`src/rtl/scratchpad_bank_ctrl.sv`:
```
// scratchpad_bank_ctrl
//   Request-side controller in front of one scratchpad SRAM bank. Requests are buffered in a
//   small FIFO and issued to the bank in strict program order, at most one per cycle. Read data
//   is returned in order through a response FIFO. Read credits bound the reads in flight plus
//   the buffered responses, so bank read data always has a slot to land in.
//
// Ports
//   clk_i, rst_ni        clock, asynchronous active-low reset
//   req_*                request valid/ready handshake (wen=1 write, wen=0 read)
//   rsp_*                read response valid/ready handshake
//   bank_*               bank control port (single-cycle ren/wen strobes) and read return
//   err_o                sticky protocol error (only when SCRATCHPAD_CTRL_ERRCHK_EN is defined)
//
// Configuration
//   SCRATCHPAD_CTRL_ERRCHK_EN  adds err_o: set on bank_rvalid_i with no read in flight, or on a
//                              push into a full response FIFO (that data is dropped).
module scratchpad_bank_ctrl #(
  parameter int unsigned ADDRBITS   = 9,
  parameter int unsigned REQ_DEPTH  = 4,
  parameter int unsigned RD_CREDITS = 2
) (
  input  logic                clk_i,
  input  logic                rst_ni,
  input  logic                req_valid_i,
  output logic                req_ready_o,
  input  logic                req_wen_i,
  input  logic [ADDRBITS-1:0] req_addr_i,
  input  logic [31:0]         req_wdata_i,
  output logic                rsp_valid_o,
  input  logic                rsp_ready_i,
  output logic [31:0]         rsp_rdata_o,
  output logic [ADDRBITS-1:0] bank_addr_o,
  output logic                bank_ren_o,
  output logic                bank_wen_o,
  output logic [31:0]         bank_wdata_o,
  input  logic [31:0]         bank_rdata_i,
  input  logic                bank_rvalid_i
`ifdef SCRATCHPAD_CTRL_ERRCHK_EN
  ,
  output logic                err_o
`endif
);

  localparam int unsigned ReqPtrW = (REQ_DEPTH > 1) ? $clog2(REQ_DEPTH) : 1;
  localparam int unsigned ReqCntW = $clog2(REQ_DEPTH + 1);
  localparam int unsigned CredW   = $clog2(RD_CREDITS + 1);
  localparam int unsigned RspPtrW = (RD_CREDITS > 1) ? $clog2(RD_CREDITS) : 1;
  localparam logic [RspPtrW-1:0] RspLast = RspPtrW'(RD_CREDITS - 1);

  // Request FIFO storage (power-of-two depth, pointers wrap naturally)
  logic                req_wen_q   [REQ_DEPTH];
  logic [ADDRBITS-1:0] req_addr_q  [REQ_DEPTH];
  logic [31:0]         req_wdata_q [REQ_DEPTH];
  logic [ReqPtrW-1:0]  req_wptr_q, req_wptr_d, req_rptr_q, req_rptr_d;
  logic [ReqCntW-1:0]  req_cnt_q, req_cnt_d;
  logic                req_ready_q, req_ready_d;

  // Response FIFO storage (RD_CREDITS entries, explicit wrap)
  logic [31:0]         rsp_data_q [RD_CREDITS];
  logic [RspPtrW-1:0]  rsp_wptr_q, rsp_wptr_d, rsp_rptr_q, rsp_rptr_d;
  logic [CredW-1:0]    rsp_cnt_q, rsp_cnt_d;

  logic [CredW-1:0]    credits_q, credits_d;
  logic [CredW-1:0]    inflight_q, inflight_d;

  logic                req_push, head_valid, head_wen, issue, rd_issue;
  logic                rsp_pop, rsp_full, rvalid_ok, rsp_push;
  logic [ADDRBITS-1:0] head_addr;
  logic [31:0]         head_wdata;

  assign req_push   = req_valid_i && req_ready_q;
  assign head_valid = (req_cnt_q != '0);
  assign head_wen   = req_wen_q[req_rptr_q];
  assign head_addr  = req_addr_q[req_rptr_q];
  assign head_wdata = req_wdata_q[req_rptr_q];

  // A read at the head waits for a credit and blocks everything behind it.
  assign issue    = head_valid && (head_wen || (credits_q < CredW'(RD_CREDITS)));
  assign rd_issue = issue && !head_wen;

  assign rsp_valid_o = (rsp_cnt_q != '0);
  assign rsp_pop     = rsp_valid_o && rsp_ready_i;
  assign rsp_full    = (rsp_cnt_q == CredW'(RD_CREDITS));
  // rvalid with nothing outstanding (e.g. a read discarded by reset) is ignored.
  assign rvalid_ok   = bank_rvalid_i && (inflight_q != '0);
  assign rsp_push    = rvalid_ok && !rsp_full;

  always_comb begin
    req_wptr_d = req_push ? req_wptr_q + 1'b1 : req_wptr_q;
    req_rptr_d = issue ? req_rptr_q + 1'b1 : req_rptr_q;
    req_cnt_d  = req_cnt_q;
    unique case ({req_push, issue})
      2'b10:   req_cnt_d = req_cnt_q + 1'b1;
      2'b01:   req_cnt_d = req_cnt_q - 1'b1;
      default: req_cnt_d = req_cnt_q;
    endcase
    // Registered ready: a pop at full frees the slot only from the next cycle.
    req_ready_d = (req_cnt_d != ReqCntW'(REQ_DEPTH));

    credits_d = credits_q;
    unique case ({rd_issue, rsp_pop})
      2'b10:   credits_d = credits_q + 1'b1;
      2'b01:   credits_d = credits_q - 1'b1;
      default: credits_d = credits_q;
    endcase

    inflight_d = inflight_q;
    unique case ({rd_issue, rvalid_ok})
      2'b10:   inflight_d = inflight_q + 1'b1;
      2'b01:   inflight_d = inflight_q - 1'b1;
      default: inflight_d = inflight_q;
    endcase

    rsp_wptr_d = rsp_wptr_q;
    if (rsp_push) rsp_wptr_d = (rsp_wptr_q == RspLast) ? '0 : rsp_wptr_q + 1'b1;
    rsp_rptr_d = rsp_rptr_q;
    if (rsp_pop) rsp_rptr_d = (rsp_rptr_q == RspLast) ? '0 : rsp_rptr_q + 1'b1;
    rsp_cnt_d = rsp_cnt_q;
    unique case ({rsp_push, rsp_pop})
      2'b10:   rsp_cnt_d = rsp_cnt_q + 1'b1;
      2'b01:   rsp_cnt_d = rsp_cnt_q - 1'b1;
      default: rsp_cnt_d = rsp_cnt_q;
    endcase
  end

  always_ff @(posedge clk_i or negedge rst_ni) begin
    if (!rst_ni) begin
      req_wptr_q  <= '0;
      req_rptr_q  <= '0;
      req_cnt_q   <= '0;
      req_ready_q <= 1'b0;
      rsp_wptr_q  <= '0;
      rsp_rptr_q  <= '0;
      rsp_cnt_q   <= '0;
      credits_q   <= '0;
      inflight_q  <= '0;
    end else begin
      req_wptr_q  <= req_wptr_d;
      req_rptr_q  <= req_rptr_d;
      req_cnt_q   <= req_cnt_d;
      req_ready_q <= req_ready_d;
      rsp_wptr_q  <= rsp_wptr_d;
      rsp_rptr_q  <= rsp_rptr_d;
      rsp_cnt_q   <= rsp_cnt_d;
      credits_q   <= credits_d;
      inflight_q  <= inflight_d;
    end
  end

  // Payload storage needs no reset: occupancy counters gate every use.
  always_ff @(posedge clk_i) begin
    if (req_push) begin
      req_wen_q[req_wptr_q]   <= req_wen_i;
      req_addr_q[req_wptr_q]  <= req_addr_i;
      req_wdata_q[req_wptr_q] <= req_wdata_i;
    end
    if (rsp_push) rsp_data_q[rsp_wptr_q] <= bank_rdata_i;
  end

  assign req_ready_o  = req_ready_q;
  assign bank_ren_o   = rd_issue;
  assign bank_wen_o   = issue && head_wen;
  assign bank_addr_o  = issue ? head_addr : '0;
  assign bank_wdata_o = (issue && head_wen) ? head_wdata : '0;
  assign rsp_rdata_o  = rsp_valid_o ? rsp_data_q[rsp_rptr_q] : '0;

`ifdef SCRATCHPAD_CTRL_ERRCHK_EN
  logic err_q, err_d;

  assign err_d = err_q || (bank_rvalid_i && (inflight_q == '0)) || (rvalid_ok && rsp_full);

  always_ff @(posedge clk_i or negedge rst_ni) begin
    if (!rst_ni) err_q <= 1'b0;
    else         err_q <= err_d;
  end

  assign err_o = err_q;
`endif

endmodule

```
`config.mk`:
```
export PLATFORM = sky130hd
export DESIGN_NAME = scratchpad_bank_ctrl
export DESIGN_NICKNAME = d
export VERILOG_FILES = /design/src/rtl/scratchpad_bank_ctrl.sv
export SDC_FILE = /design/constraint.sdc
export NUM_CORES = 1
export LEC_CHECK = 0
export CAP_MARGIN = 20
export CORE_MARGIN = 4
export CORE_UTILIZATION = 43
export CTS_BUF_LIST = sky130_fd_sc_hd__clkbuf_8
export CTS_CLUSTER_SIZE = 24
export DETAILED_ROUTE_END_ITERATION = 10
export GPL_ROUTABILITY_DRIVEN = 0
export GPL_TIMING_DRIVEN = 0
export PLACE_DENSITY = 0.72
export REMOVE_ABC_BUFFERS = 1
export SLEW_MARGIN = 20
export SYNTH_ARGS = -nofsm -noshare
export SYNTH_HDL_FRONTEND = slang
export SYNTH_SLANG_ARGS = --single-unit
```
`constraint.sdc`:
```
create_clock -name clk_i -period 4.45 [get_ports clk_i]
set_clock_uncertainty 0.2 [all_clocks]
set_input_delay 0.89 -clock clk_i [delete_from_list [all_inputs] [get_ports clk_i]]
set_output_delay 0.89 -clock clk_i [all_outputs]
set_load 0.01 [all_outputs]
```
# == Yosys cells after proc, flatten, opt, wreduce, memory -nomap -nowiden ==
# Memory sizes are Yosys's and may differ from the RTL's.
# Index checks and enable logic that the tools add are counted.
# classes
addsub,12
n_lt_le_gt_ge,1
eq_ne,10
muxes,13
n_reduce_logical,16
# ops
cell,count
32-bit two-way mux,2
2-bit one-hot mux with 2 select lines,3
"2-bit by 1-bit adder with 2-bit output, second input constant",5
"2-bit equality test, second input constant",5
2-bit nonzero test,5
9-bit two-way mux,1
"2-bit by 1-bit equality test with 1-bit output, second input constant",4
1-bit logical AND,7
1-bit two-way mux,6
3-bit one-hot mux with 2 select lines,1
"2-bit by 1-bit subtractor with 2-bit output, second input constant",3
"3-bit by 1-bit adder with 3-bit output, second input constant",1
"3-bit != test, second input constant",1
3-bit nonzero test,1
"3-bit by 1-bit subtractor with 3-bit output, second input constant",1
"1-bit adder, second input constant",2
1-bit zero test,2
"2-bit less-than comparator, second input constant",1
1-bit logical OR,1
# totals
regBits,16
ram_bits,232
in_bits,79
output_inout_bits,77
wordCells,65
mem_count,4
# mem_list
name,depth,width,rd,rd_clocked_by_memory_dff,write_ports,line,text
req_wdata_q,4,32,1,0,1,53,logic [31:0] req_wdata_q [REQ_DEPTH];
rsp_data_q,2,32,1,0,1,59,logic [31:0] rsp_data_q [RD_CREDITS];
req_addr_q,4,9,1,0,1,52,logic [ADDRBITS-1:0] req_addr_q [REQ_DEPTH];
req_wen_q,4,1,1,0,1,51,logic req_wen_q [REQ_DEPTH];

# == Longest topological paths before layout ==
# Gate-level depths: netlist of run 1.
# depth
ltp_word,6
ltp_mapped,11
depth_no_buf,9

# == Worst setup path after synthesis of run 1 ==
# OpenSTA, ideal clock, no wires.
# synth_timing
kind,input to register
startpoint,input port bank_rvalid_i
endpoint,memory rsp_data_q[0][0] (enable)
setup_ps,421
t_arrival_ps,2575
required_ps,3829
setup_slack_ps,1254
path_stages,3
n_path_buf,0
cell_sequence,o21a_1 -> o21ai_0 -> nor2_1
# synth_between
elab_chain_cells,4
# synth_rtl
element,line,text
start: declaration,37,input logic bank_rvalid_i
1-bit logical AND,85,assign rvalid_ok = bank_rvalid_i && (inflight_q != '0);
1-bit logical AND,86,assign rsp_push = rvalid_ok && !rsp_full;
1-bit two-way mux,157,if (rsp_push) rsp_data_q[rsp_wptr_q] <= bank_rdata_i;
1-bit two-way mux (not written as such),157,
end: declaration,59,
# Every way passes these cells.

# == Worst setup path in the final report of run 1 ==
# layout_timing
startpoint,register req_rptr_q[1]
endpoint,output port bank_addr_o[2]
# layout_between
elab_chain_cells,4
word_cells_on_any_way,5
classes_between,mux: 1; reduce/logical: 2; memory: 2
# layout_rtl
element,line,text
start: declaration,54,"logic [ReqPtrW-1:0] req_wptr_q, req_wptr_d, req_rptr_q, req_rptr_d;"
start signal: assignment,139,req_rptr_q <= req_rptr_d;
memory read 4 x 1 bit,-,
1-bit logical OR,78,assign issue = head_valid && (head_wen || (credits_q < CredW'(RD_CREDITS)));
1-bit logical AND,78,
9-bit two-way mux (*),163,assign bank_addr_o = issue ? head_addr : '0;
end: declaration,32,"output logic [ADDRBITS-1:0] bank_addr_o,"
# Every way passes the cells marked *; elsewhere a longest branch is shown, timed or not.

==> results of run 1 <==
==> logic make-up (layout without fill, tap and decap cells) <==
logic type / count (synthesis) / in the layout / synth area share, %
AND/OR/NAND/NOR: 97 / 97 / 5.30
multiplexers: 78 / 79 / 13.6
AO/OA/AOI/OAI: 9 / 9 / 0.644
flip-flops: 248 / 248 / 75.8
buffers and inverters: 37 / 249 / 2.12
XOR/XNOR: 14 / 14 / 1.26
adder cells (fa/ha/maj): 9 / 9 / 1.24
==> routing by layer <==
metal	vias to the layer above	share of wire, %	global-route usage (%)
met5	-	0.13	0
met4	4	1.6	4.14
met3	36	8.5	5.38
met2	192	48	26.2
met1	2508	42	20.1
li1	2320	-	-
==> report_power, final <==
part	total, mW	internal, mW	switching (mW)
logic	3.28	1.74	1.54
registers	3.41	3.12	0.282
clock network	1.75	0.899	0.848
==> cell usage in the layout (no fill, tap or decap), types with 13 or more instances in the layout <==
cell	n
edfxtp_1	232
clkdlybuf4s50_1	155
clkbuf_8	43
mux4_2	39
nor2_1	36
mux2i_1	34
and3_1	32
inv_1	28
clkinv_1	15
dfrtp_1	13
==> state kept, by name, indices dropped and copies added, names as in the netlist, 3 cells and up <==
name	count
req_wdata_q	128
rsp_data_q	64
req_addr_q	36
req_wen_q	4
req_cnt_q	3
==> stage by stage <==
step	hold slack (ns)	cell area (µm²)	setup TNS, ns
floorplan	0.243	9550	0
global placement	0.261	11500	-47.11
detailed placement	0.274	11600	0
CTS	0.281	12400	0
global route	0.290	12400	0
finish	0.272	12400	0
==> area by class of cell <==
class | instances | area (µm²)
flip-flops and latches | 248 | 7380
repair buffers | 160 | 1650
clock buffers | 43 | 592
inverters | 11 | 41.3
fillers | 1687 | 9670
multi-input cells | 208 | 2210
well taps | 280 | 350
clock inverters | 35 | 141
==> how the worst max path moves through the flow <==
stage                       end  slack, ns  depth (start not counted)
2_1_floorplan        bank_ren_o       0.43                          2
3_3_place_gp   bank_wdata_o[21]      -1.17                          3
3_5_place_dp         bank_ren_o       0.54                          4
4_1_cts          bank_addr_o[2]       0.08                          4
5_1_grt          bank_addr_o[2]      0.001                          4
6_report         bank_addr_o[2]       0.19                          4
==> what timing repair did <==
item                                   CTS  global route
endpoints found under the hold margin    0             0
pin swaps                                0             0
cloned                                   1             0
gates resized for setup                  1             0
setup endpoints to repair                1             1
setup buffers                            0             1
==> run_results.csv, run 1 <==
group,metric,value,unit
status,status,"completed",
logic_synthesis,synthTopCellsByArea,"edfxtp_1 (72%), mux4_2 (8.8%), dfrtp_1 (4.1%)",
routing,wire_per_inst,20.2,µm
routing,via_count,5060,
logic_synthesis,yosysTopAreaCell,"edfxtp_1",
worst_setup_path,end_kind,"output port",
global_routing,first_global_vias,5488,
logic_synthesis,yosys_warnings,0,
worst_setup_path,cp_max_fo,47,
worst_setup_path,crit_start,"req_rptr_q[1]",
global_routing,antenna_found_initial,2,
placement,dp_slack,0.539,ns
routing,drc,0,
die,initial_core_util,44.1,%
clock_tree,cts_root_buffer,"clkbuf_8",
worst_setup_path,crit_path_max_incr_delay,0.88,ns
worst_setup_path,r2r_start,"req_rptr_q[1]",
final_layout,syn2layout_area_growth,27.2,%
logic_synthesis,synth-seq-cells,248,
timing,setup_ws,0.186,ns
timing,slew_violations,0,
routing,ant_nets,0,
logic_synthesis,syn_inst,492,
clock_tree,tritoncts,"yes",
clock_tree,clock_sinks,248,
worst_setup_path,reg2reg_to,"req_ready_o",
timing,setup_viol,0,
die,rows,54,
worst_setup_path,cp_cell_sequence,"mux2_2, nor3_2, nor3b_1, clkdlybuf4s50_1",
clock_tree,insertion_delay,0.52,ns
hold_path,min_from,"inflight_q[1]",
timing,hold_viol_final,0,
die,boundaryPins,156,
global_routing,grt_pass1_wl,30.2,mm
final_layout,stdcell_count,985,
timing,worstMarginPinSlew,0.866,ns
die,core-area,22000,µm²
worst_setup_path,cp-start-kind,"register",
final_layout,nets,759,
timing,min_period,4.26,ns
logic_synthesis,synth_edf_count,232,
clock_tree,postCtsHoldBufs,0,
worst_setup_path,critPathKind,"reg -> out",
global_routing,grt-ovfl-total,0,
job,cap_violations,0,
routing,viasPerCell,5.14,
final_layout,num_antenna_cells,0,
clock_tree,h-tree-depth,2,
placement,io_buffers,155,
placement,place_hpwl,11.7,mm
timing,relSlewSlack,41.6,%
logic_synthesis,avgSynthCellArea,19.8,µm²
logic_synthesis,synth_cell_types,34,
logic_synthesis,ys_async_sr_fraction,6.45,%
power_and_ir_drop,p_total,8.44,mW
timing,rsz0062_at_grt,"false",
worst_setup_path,crit_required,3.36,ns
worst_setup_path,arrival,3.17,ns
hold_path,holdPathStages,1,
final_layout,drive_gt1_share,14.9,%
power_and_ir_drop,p_per_area,683,nW/µm²
worst_setup_path,worstRegToRegCells,9,
logic_synthesis,ys_seq_area_share,75.8,%
routing,drtIter0Drc,282,
worst_setup_path,slowest_stage,"dfrtp_4",
logic_synthesis,synthTopCellsByCount,"edfxtp_1 (232), nor2_1 (39), mux4_2 (38), and3_1 (36), mux2i_1 (34)",
timing,period_share,95.8,%
logic_synthesis,synth_ff_type,"edfxtp_1",
power_and_ir_drop,ir_drop,0.404,mV
global_routing,grt_max_degree,48,
die,dieHeight,158,µm
timing,fmax,0.235,GHz
routing,firstDrtPassIters,4,
global_routing,track_usage,15.8,%
clock_tree,numCtsBuffers,42,
worst_setup_path,reg2reg_slack,0.90,ns
die,dieArea,25100,µm²
worst_setup_path,cp_top_family,"flip-flops",
clock_tree,cts_buffer_depth,3,
hold_path,worst_hold_path.endpoint,"inflight_q[1]",
final_layout,post-route-util,56.1,%
logic_synthesis,synth_most_common_cell,"edfxtp_1",
logic_synthesis,synth_top_area_share,71.7,%
worst_setup_path,worst-path-buf-inv,1,
power_and_ir_drop,p_leak,4.37,nW
hold_path,hold_path.class,"reg -> reg",
placement,dp.cells,905,
die,fp.dieW,158,µm
logic_synthesis,synth_area,9720,µm²
routing,routed_wl,19.9,mm
clock_tree,clkTransAtPathRegs,0.06,ns
No activity file was read; power rests on OpenSTA's default activity.
==> run 2, diff against run 1 <==
Clock period 4.45 ns to 4.4 ns, I/O delays scaled along.
==> run 2 against run 1 <==
Against the previous run:
- wire length rose by 0.42%
- non-clock buffer count did not move
- clock-buffer cell count did not move
- sequential share of layout area barely moved
- critical path depth did not move
- highest routed layer unchanged
- critical endpoint unchanged
- setup slack improved by 0.041 ns
- critical path type unchanged
- largest power group unchanged
- clock power barely moved
- sequential cell count did not move
- global-route usage did not move
- design area barely moved
- via count rose by 0.77%
==> run_results.csv, run 2 (synthesized netlist as in run 1, its figures left out) <==
group,metric,value,unit
timing,slew_violations,0,
global_routing,first_global_vias,5488,
die,rows,54,
die,initial_core_util,44.1,%
worst_setup_path,worstRegToRegCells,9,
worst_setup_path,reg2reg_slack,0.98,ns
global_routing,antenna_found_initial,2,
worst_setup_path,r2r_start,"req_rptr_q[1]",
final_layout,final_common_cell,"edfxtp_1",
routing,wire_per_inst,20.3,µm
routing,routed_wl,20.0,mm
routing,firstDrtPassIters,4,
die,dieHeight,158,µm
routing,via_count,5099,
clock_tree,cts_buffer_depth,3,
global_routing,grt-busiest-layer,"met2",
hold_path,holdPathStages,1,
global_routing,use_met3,5.38,%
die,dieArea,25100,µm²
final_layout,nets,759,
timing,rsz0062_at_grt,"false",
timing,worstMarginPinSlew,0.866,ns
final_layout,final_cell_mix,"edfxtp_1 (232), clkdlybuf4s50_1 (155), clkbuf_8 (43), mux4_2 (39), nor2_1 (36)",
worst_setup_path,cp-start-kind,"register",
final_layout,finalInstanceArea,12400,µm²
placement,place_hpwl,11.7,mm
job,cap_violations,0,
global_routing,use_met2,26.2,%
placement,dp_slack,0.499,ns
die,boundaryPins,156,
clock_tree,cts_root_buffer,"clkbuf_8",
die,core-area,22000,µm²
routing,drtIter0Drc,254,
timing,setup_viol,0,
placement,dp.cells,905,
worst_setup_path,end_kind,"output port",
power_and_ir_drop,p_per_area,691,nW/µm²
placement,io_buffers,155,
status,status,"completed",
hold_path,worst_hold_path.endpoint,"inflight_q[1]",
timing,period_share,94.8,%
final_layout,num_antenna_cells,0,
worst_setup_path,cp_max_fo,47,
power_and_ir_drop,ir_drop,0.409,mV
final_layout,drive_gt1_share,14.9,%
clock_tree,insertion_delay,0.52,ns
placement,placed_area,11600,µm²
routing,drc,0,
worst_setup_path,arrival,3.09,ns
clock_tree,h-tree-depth,2,
timing,fmax,0.240,GHz
worst_setup_path,critPathKind,"reg -> out",
timing,min_period,4.17,ns
timing,setup_ws,0.228,ns
global_routing,grt_max_degree,48,
clock_tree,clock_sinks,248,
die,fp.dieW,158,µm
timing,tns,0,ns
timing,relSlewSlack,41.6,%
timing,whs,0.271,ns
worst_setup_path,crit_required,3.32,ns
clock_tree,clkTransAtPathRegs,0.06,ns
final_layout,nFillCells,1688,
final_layout,syn2layout_area_growth,27.2,%
final_layout,reg_top3,"req_wdata_q x128, rsp_data_q x64, req_addr_q x36",
global_routing,grt_util_met1,20.1,%
final_layout,largest_reg_flops,128,
hold_path,min_from,"inflight_q[1]",
final_layout,stdcell_count,985,
global_routing,track_usage,15.8,%
clock_tree,tritoncts,"yes",
clock_tree,numCtsBuffers,42,
final_layout,largest-register,"req_wdata_q",
routing,viasPerCell,5.18,
global_routing,grt_pass1_wl,30.2,mm
global_routing,grt-ovfl-total,0,
timing,hold_viol_final,0,
power_and_ir_drop,p_leak,4.37,nW
hold_path,hold_path.class,"reg -> reg",
routing,ant_nets,0,
worst_setup_path,reg2reg_to,"req_ready_o",
[run 2: cell counts in the layout (fill, tap and decap cells not counted)]
Identical to the previous run, type by type.
[run 2: final cells by class]
class                   instances  area [µm²]  area share (%)
flip-flops and latches        248        7380            59.7
multi-input cells             208        2220            17.9
repair buffers                160        1650            13.3
clock buffers                  43         592            4.79
well taps                     280         350            2.83
clock inverters                35         141            1.14
inverters                      11        41.3           0.334
[run 2: how the worst max path moves through the flow]
| stage | cells after the start | to | from | slack, ns |
|---|---|---|---|---|
| after detailed placement | 4 | bank_ren_o | req_rptr_q[0] | 0.50 |
| after CTS | 4 | bank_addr_o[2] | req_rptr_q[1] | 0.04 |
| final | 4 | bank_addr_o[2] | req_rptr_q[1] | 0.23 |
| after global placement | 3 | bank_wdata_o[21] | req_rptr_q[0] | -1.21 |
| after global routing | 4 | bank_addr_o[2] | req_rptr_q[1] | 0.07 |
| after floorplan | 2 | bank_ren_o | req_rptr_q[0] | 0.39 |
[run 2: routing by layer]
metal | routed length, µm | part of all wire (%)
met5 | 33 | 0.17
met3 | 1630 | 8.1
met1 | 8390 | 42
met4 | 335 | 1.7
met2 | 9600 | 48
[run 2: what timing repair did]
item | 4_1_cts | 5_1_grt
gates cloned | 1 | 0
gates resized for setup | 1 | 1
hold buffers | 0 | 0
setup buffers | 0 | 1
setup endpoints to repair | 1 | 5
pin swaps | 0 | 0
[run 2: through the flow]
step	power [mW]	util, %
finish	8.55	56.1
global route	9.05	56.1
CTS	8.68	56.1
detailed placement	6.84	52.6
global placement	6.74	52.0
floorplan	5.21	-
[run 2: worst max-delay path: stages (launching register included)]
cell and delay, ns:
dfrtp_4 0.88, mux2i_1 0.20, a31o_1 0.42, nor3b_1 0.43, clkdlybuf4s50_1 0.63
[run 2: power by group]
| group | switching (mW) | total [mW] | internal [mW] | leakage (nW) |
|---|---|---|---|---|
| Combinational | 1.57 | 3.33 | 1.76 | 1.62 |
| Clock | 0.860 | 1.77 | 0.910 | 0.438 |
| Sequential | 0.286 | 3.44 | 3.16 | 2.31 |
